File: src/rtl/lut_readback_if.sv
// Byte-transmit handshake toward avr_interface plus the synchronous LUT read port.
// master = the readback block, slave = transmitter/LUT side.
interface lut_readback_if #(
   parameter int ADDR_W = 10
);
   logic [ADDR_W-1:0] rd_addr;
   logic [7:0]        rd_data;
   logic [7:0]        tx_data;
   logic              new_tx_data;
   logic              tx_busy;
   logic              tx_block;

   modport master (
      output rd_addr, tx_data, new_tx_data,
      input  rd_data, tx_busy, tx_block
   );

   modport slave (
      input  rd_addr, tx_data, new_tx_data,
      output rd_data, tx_busy, tx_block
   );
endinterface

File: src/rtl/lut_readback_tx.sv
// Dumps the projector intensity LUT over the AVR serial tx interface:
// header byte, DEPTH data bytes in address order, then an 8-bit checksum.
module lut_readback_tx #(
   parameter int         DEPTH  = 1024,
   parameter int         ADDR_W = 10,
   parameter logic [7:0] HEADER = 8'hA5
) (
   input  logic           CLK_50M,
   input  logic           wrst,
   input  logic           start_i,
   input  logic           lut_loaded_i,
   lut_readback_if.master tx,
   output logic           busy_o,
   output logic           done_o,
   output logic [7:0]     checksum_o
);

   typedef enum logic [2:0] {IDLE, WAIT, PULSE, GAP, ADDR, LATCH, DONE} state_e;
   typedef enum logic [1:0] {HDR, DATA, CSUM} byte_sel_e;

   localparam logic [ADDR_W-1:0] LAST_ADDR = ADDR_W'(DEPTH - 1);

   state_e            state_q, state_d;
   byte_sel_e         byte_sel_q, byte_sel_d;
   logic [ADDR_W-1:0] rd_addr_q, rd_addr_d;
   logic [7:0]        tx_data_q, tx_data_d;
   logic              new_tx_data_q, new_tx_data_d;
   logic              busy_q, busy_d;
   logic              done_q, done_d;
   logic [7:0]        checksum_q, checksum_d;

   // NOTE: every _d gets a default before the case so no path leaves it unassigned (no latches).
   always_comb begin
      state_d       = state_q;
      byte_sel_d    = byte_sel_q;
      rd_addr_d     = rd_addr_q;
      tx_data_d     = tx_data_q;
      new_tx_data_d = 1'b0;
      busy_d        = busy_q;
      done_d        = 1'b0;
      checksum_d    = checksum_q;

      unique case (state_q)
         IDLE: begin
            if (start_i && lut_loaded_i) begin
               tx_data_d  = HEADER;
               checksum_d = 8'h00;
               rd_addr_d  = '0;
               busy_d     = 1'b1;
               byte_sel_d = HDR;
               state_d    = WAIT;
            end
         end
         WAIT: begin
            // Strobe register is loaded on the way into PULSE so it is high exactly during PULSE.
            if (!tx.tx_busy && !tx.tx_block) begin
               new_tx_data_d = 1'b1;
               state_d       = PULSE;
            end
         end
         PULSE: state_d = GAP;
         GAP: begin
            // tx_busy is not looked at here: the transmitter raises it a cycle after the strobe.
            unique case (byte_sel_q)
               HDR: state_d = ADDR;
               DATA: begin
                  if (rd_addr_q != LAST_ADDR) begin
                     rd_addr_d = rd_addr_q + 1'b1;
                     state_d   = ADDR;
                  end else begin
                     tx_data_d  = checksum_q;
                     byte_sel_d = CSUM;
                     state_d    = WAIT;
                  end
               end
               default: state_d = DONE;
            endcase
         end
         ADDR: state_d = LATCH;
         LATCH: begin
            tx_data_d  = tx.rd_data;
            checksum_d = checksum_q + tx.rd_data;
            byte_sel_d = DATA;
            state_d    = WAIT;
         end
         DONE: begin
            done_d    = 1'b1;
            busy_d    = 1'b0;
            rd_addr_d = '0;
            state_d   = IDLE;
         end
         default: state_d = IDLE;
      endcase
   end

   // NOTE: sequential state uses non-blocking assignment so all registers update together at the edge.
   always_ff @(posedge CLK_50M or posedge wrst) begin
      if (wrst) begin
         state_q       <= IDLE;
         byte_sel_q    <= HDR;
         rd_addr_q     <= '0;
         tx_data_q     <= 8'h00;
         new_tx_data_q <= 1'b0;
         busy_q        <= 1'b0;
         done_q        <= 1'b0;
         checksum_q    <= 8'h00;
      end else begin
         state_q       <= state_d;
         byte_sel_q    <= byte_sel_d;
         rd_addr_q     <= rd_addr_d;
         tx_data_q     <= tx_data_d;
         new_tx_data_q <= new_tx_data_d;
         busy_q        <= busy_d;
         done_q        <= done_d;
         checksum_q    <= checksum_d;
      end
   end

   assign tx.rd_addr     = rd_addr_q;
   assign tx.tx_data     = tx_data_q;
   assign tx.new_tx_data = new_tx_data_q;
   assign busy_o         = busy_q;
   assign done_o         = done_q;
   assign checksum_o     = checksum_q;

endmodule
File: src/flat_wrapper.sv
// flat-port wrapper written by rule: the top's interface ports become plain ports
module lut_readback_tx_flat 
#(
   parameter int         DEPTH  = 1024,
   parameter int         ADDR_W = 10,
   parameter logic [7:0] HEADER = 8'hA5
)
  (CLK_50M, wrst, start_i, lut_loaded_i, busy_o, done_o, checksum_o, tx_rd_addr, tx_tx_data, tx_new_tx_data, tx_rd_data, tx_tx_busy, tx_tx_block);
  lut_readback_if #(.ADDR_W(ADDR_W)) tx_i ();
  input  logic CLK_50M;
  input  logic wrst;
  input  logic start_i;
  input  logic lut_loaded_i;
  output logic busy_o;
  output logic done_o;
  output logic [7:0] checksum_o;
  output wire logic [$bits(tx_i.rd_addr)-1:0] tx_rd_addr;
  output wire logic [$bits(tx_i.tx_data)-1:0] tx_tx_data;
  output wire logic [$bits(tx_i.new_tx_data)-1:0] tx_new_tx_data;
  input wire logic [$bits(tx_i.rd_data)-1:0] tx_rd_data;
  input wire logic [$bits(tx_i.tx_busy)-1:0] tx_tx_busy;
  input wire logic [$bits(tx_i.tx_block)-1:0] tx_tx_block;
  assign tx_rd_addr = tx_i.rd_addr;
  assign tx_tx_data = tx_i.tx_data;
  assign tx_new_tx_data = tx_i.new_tx_data;
  assign tx_i.rd_data = tx_rd_data;
  assign tx_i.tx_busy = tx_tx_busy;
  assign tx_i.tx_block = tx_tx_block;
  lut_readback_tx #(.DEPTH(DEPTH), .ADDR_W(ADDR_W), .HEADER(HEADER)) u_core (.CLK_50M(CLK_50M), .wrst(wrst), .start_i(start_i), .lut_loaded_i(lut_loaded_i), .tx(tx_i), .busy_o(busy_o), .done_o(done_o), .checksum_o(checksum_o));
endmodule
File: config.mk
export PLATFORM = sky130hd
export DESIGN_NAME = lut_readback_tx_flat
export DESIGN_NICKNAME = d
export VERILOG_FILES = /design/src/rtl/lut_readback_if.sv /design/src/rtl/lut_readback_tx.sv /design/src/flat_wrapper.sv
export SDC_FILE = /design/constraint.sdc
export NUM_CORES = 1
export LEC_CHECK = 0
export ABC_AREA = 1
export CORE_MARGIN = 2
export CORE_UTILIZATION = 25
export CTS_CLUSTER_DIAMETER = 30
export DETAILED_ROUTE_END_ITERATION = 12
export HOLD_SLACK_MARGIN = 0.06
export SLEW_MARGIN = 20
export SYNTH_ARGS = -nofsm -noshare
export SYNTH_HDL_FRONTEND = slang
export SYNTH_SLANG_ARGS = --single-unit
File: constraint.sdc
create_clock -name CLK_50M -period 2.4 [get_ports CLK_50M]
set_input_delay 0.48 -clock CLK_50M [delete_from_list [all_inputs] [get_ports CLK_50M]]
set_output_delay 0.48 -clock CLK_50M [all_outputs]
set_load 0.01 [all_outputs]
* Word level (Yosys, flattened, before mapping) *
Cells that the tools add are included.

word-level totals
  flip-flop bits (word level) = 34
  latch bits = 0
  bits in writable memories = 0
  memory bits (read-only) = 0
  output and inout port bits = 29
  word-level logic and storage cells = 62
  memories = 0

cells by class
  $add $sub $neg = 2
  $mul = 0
  divide/modulo/power cells = 0
  order comparisons = 0
  eq/ne operators = 13
  shifts and indexed selects = 0
  multiplexer cells = 24
  bitwise logic cells = 0
  reductions and logical operators = 15

operators by type and width
  cell                                            count
  two-way mux 8 bit                               4
  two-way mux 10 bit                              3
  one-hot mux 10 bit (3 select lines)             1
  one-hot mux 8 bit (3 select lines)              1
  one-hot mux 3 bit (6 select lines)              1
  one-hot mux 8 bit (2 select lines)              1
  adder 10 x 1 -> 10 bit (second input constant)  1
  != test 10 bit (second input constant)          1
  == test 3 bit (second input constant)           3
  two-way mux 3 bit                               3
  adder 8 bit                                     1
  != test 2 x 1 -> 1 bit (second input constant)  4
  AND reduction 4 bit                             2
  == test 3 x 2 -> 1 bit (second input constant)  2
  two-way mux 2 bit                               3
  one-hot mux 2 bit (3 select lines)              1
  one-hot mux 3 bit (2 select lines)              1
  AND reduction 2 bit                             3
  nonzero test 3 bit                              2
  two-way mux 1 bit                               4
  nonzero test 2 bit                              2
  == test 3 x 1 -> 1 bit (second input constant)  1
  zero test 3 bit                                 1
  == test 2 x 1 -> 1 bit (second input constant)  1
  5 further kinds                                 7

* Longest topological paths before layout *
  depth after elaboration = 4
  mapped depth = 10
  mapped depth without buffers = 9

* Least setup slack after synthesis *
Ideal clock, no wire load.

  path type = in2reg
  start point = input tx_rd_data[0]
  end point = register u_core.checksum_q[4] (netlist: u_core.checksum_o[4])
  library setup time = 0.083 ns
  arrival = 1.587 ns
  required time = 2.317 ns
  slack = 0.731 ns
  cell stages on the path = 9
  buffers on the path = 0
  cells stage by stage = ha_1 > fa_1 > nand2_1 > inv_1 > o21ai_0 > nand2_1 > nand2_1 > nand2_1 > o21ai_0

between the ends
  longest elaborated chain between the ends = 2

ends and longest elaborated chain
  item                                RTL line                RTL
  start, declared                     flat_wrapper.sv:20      input wire logic [$bits(tx_i.rd_data)-1:0] tx_rd_data;
  adder 8 bit                         lut_readback_tx.sv:82   checksum_d = checksum_q + tx.rd_data;
  one-hot mux 8 bit (2 select lines)  lut_readback_tx.sv:43   unique case (state_q)
  end signal, assigned                lut_readback_tx.sv:115  checksum_q <= checksum_d;
  end, declared                       lut_readback_tx.sv:30   logic [7:0] checksum_q, checksum_d;

No other way between the ends.
A chain may end at the register's enable or synchronous reset.

* Final worst setup path *
Ends and elaborated chain as after synthesis.

==> impl_metrics.env <==
export IMPL_internal_power_w=0.001591
export IMPL_diodes=0
export IMPL_cts_sinks=34
export IMPL_ant_nets=0
export IMPL_num_rows=33
export IMPL_via_per_inst=4.397
export IMPL_cts_setup_buffers=0
export IMPL_synth_commonest_cells="nand2_1, dfrtp_1, inv_1, nand3_1, nor2_1"
export IMPL_drive_gt1_frac=0.09288
export IMPL_synth_top_area_cell="dfrtp_1"
export IMPL_pwr_share_clk=0.156
export IMPL_clock_latency_ns=0.29
export IMPL_port_buffer_count=42
export IMPL_max_slew_worst_pin_slew_ns=0.4998
export IMPL_drt_total_wl_microns=4959
export IMPL_grt_max_degree=35
export IMPL_worstSetupPathType="primary input to flip-flop"
export IMPL_layout_setup_ws_ns=0.4395
export IMPL_ys_top_cells_by_area="dfrtp_1, nand2_1, nand3_1, inv_1, ha_1"
export IMPL_ys_flop_type="dfrtp_1"
export IMPL_crit_path_max_fanout=3
export IMPL_cp_start_kind="primary input"
export IMPL_sw_frac_of_total=0.4428
export IMPL_syn_inst=279
export IMPL_hold_viol=0
export IMPL_min_path_cells=2
export IMPL_seq_area_frac_synth=0.4072
export IMPL_ir_worst_vdd_mv=0.3655
export IMPL_root_buffer="clkbuf_8"
export IMPL_pre_cts_slack_ns=0.1571
export IMPL_cts_tree="done"
export IMPL_cellLeakagePower_nw=1.273
export IMPL_async_reset_ff_frac=1.000
export IMPL_die_area_sq_mm=0.009105
export IMPL_postSynthNetCount=302
export IMPL_tns_ns=0
export IMPL_die_w_microns=95.42
export IMPL_yosys_area_top_type_share=0.4072
export IMPL_drc_errors=0
export IMPL_grt_use_total=0.1187
export IMPL_combPwrFrac=0.508
export IMPL_antenna_found_initial=0
export IMPL_grt_first_pass_wirelength_microns=8431
export IMPL_p_seq_frac=0.336
export IMPL_die_height_microns=95.42
export IMPL_r2r_cells=7
export IMPL_hold_ws_ns=0.4725
export IMPL_start_util=0.2556
export IMPL_fillers=879
export IMPL_crit_arrival_ns=2.17
export IMPL_gr_total_overflow=0
export IMPL_min_path_type="flip-flop to flip-flop"
export IMPL_grt_pass1_vias=1830
export IMPL_gp_congestion=0.8180
export IMPL_dp_hpwl_microns=3665
export IMPL_synth_area_per_cell_sq_um=7.489
export IMPL_cts_hold_buf=0
export IMPL_yosysUniqueCellTypes=28
export IMPL_timing_fmax_mhz=510.1
export IMPL_dr_total_vias=1882
export IMPL_fin_crit_ns=1.961
export IMPL_synth_edf_count=0
export IMPL_clock_path_buffers=2
export IMPL_endpoint_kind="flip-flop"
export IMPL_pin_count=43
export IMPL_clk_pin_slew_worst_paths_ns=0.08
export IMPL_rrSetupSlack_ns=0.60
export IMPL_rsz0062_at_grt="false"
export IMPL_fin_crit_sh=0.8169
export IMPL_cts_resized=0
export IMPL_status="complete, no violations"
export IMPL_first_pass_iters=4
export IMPL_synth_warnings=0
export IMPL_fin_nets=345
export IMPL_utilization=0.3287
export IMPL_yosysMostFrequentCell="nand2_1"
export IMPL_netlist_area_sq_mm=0.002090
export IMPL_syn_to_final_growth_pct=28.62
export IMPL_core_area_sq_mm=0.008175
export IMPL_wl_per_cell_microns=11.59
export IMPL_power_density_mw_per_mm2=1062
export IMPL_cap_violations=0
export IMPL_slew_violations=0
export IMPL_slew_headroom=0.6650
export IMPL_setup_violations=0
export IMPL_finClkSkew_ns=0.008986
export IMPL_netSwitchingPower_w=0.001264
export IMPL_cp_required_ns=2.61
export IMPL_synth_seq_cells=34
export IMPL_cts_made_buffers=5
export IMPL_drt_iter0_drc=35
export IMPL_h_tree_depth=2
[final timing paths]
kind,endpoint,startpoint
worst max-delay path,u_core.checksum_o[4],tx_rd_data[0]
worst min-delay path,u_core.byte_sel_q[0],u_core.byte_sel_q[0]
worst max register to register,u_core.tx.tx_data[2],u_core.tx.rd_addr[0]
worst min register to register,u_core.byte_sel_q[0],u_core.byte_sel_q[0]
max in group asynchronous,u_core.tx.tx_data[6],wrst
min in group asynchronous,u_core.tx.rd_addr[6],wrst
[critical path, cell delays in order]
cell	delay, ns
clkdlybuf4s50_1	0.42
ha_1	0.23
fa_1	0.41
nand2_1	0.08
inv_1	0.05
o21ai_0	0.15
nand2_1	0.09
nand2_1	0.06
nand2_1	0.04
o21ai_0	0.15
[through the flow]
step                power [W]  area [sq um]  cells
floorplan            0.002009          2090    279
global placement     0.002418          2592    420
detailed placement   0.002439          2592    420
CTS                  0.002909          2688    428
global route         0.003141          2688    428
finish               0.002855          2688    428
[kinds of logic (layout without fill, tap and decap cells)]
| kind of cell | after synthesis | in the layout | synth area share |
|---|---|---|---|
| AOI/OAI and AO/OA | 35 | 35 | 0.09222 |
| xor gates and xnor gates | 1 | 1 | 0.004192 |
| adders and majority gates | 9 | 9 | 0.05749 |
| buffers and inverters | 36 | 80 | 0.07904 |
| DFF | 34 | 34 | 0.4072 |
| and+or+nand+nor | 164 | 164 | 0.3599 |
[state kept, by name, summed over array words and instances, names as in the netlist]
register and flops:
u_core.state_q 3, u_core.tx.new_tx_data 1, u_core.busy_o 1, u_core.tx.tx_data 8, u_core.checksum_o 8, u_core.byte_sel_q 2
u_core.tx.rd_addr 10, u_core.done_o 1
[placed cells by master (no fill, tap or decap), drive strengths merged]
master          n
o21ai          24
nand3          31
a21oi           8
nand3b          2
clkinvlp        1
xnor2           1
buf             1
fa              1
dfrtp          34
clkinv          1
nor2           20
a22o            2
clkdlybuf4s50  42
clkbuf          6
or2             4
nor3            3
nand2          99
ha              8
o31ai           1
inv            29
nand4           5
[power by group through the flow]
stage | clock [W] | sequential, W | combinational (W)
after floorplan | 0 | 0.000954 | 0.00106
final | 0.000446 | 0.000959 | 0.00145
after CTS | 0.000475 | 0.000961 | 0.00147
after global placement | 0 | 0.000969 | 0.00145
after detailed placement | 0 | 0.000968 | 0.00147
after global routing | 0.000491 | 0.000990 | 0.00166
[layer usage]
layer | GRT usage | wire length, microns
met1 | 0.1483 | 2322
met2 | 0.2019 | 2345
met3 | 0.02530 | 235
met4 | 0.04286 | 55
met5 | 0 | 0
[cell type report]
class	count	area, sq um	share of cell area
Inverter	29	108.9	0.04050
Clock buffer	6	82.58	0.03073
Clock inverter	2	12.51	0.004655
Tap cell	105	131.4	0.04888
Sequential cell	34	850.8	0.3166
Multi-Input combinational cell	209	1074	0.3994
Timing Repair Buffer	43	427.9	0.1592
(Power assumes the default switching activity.)
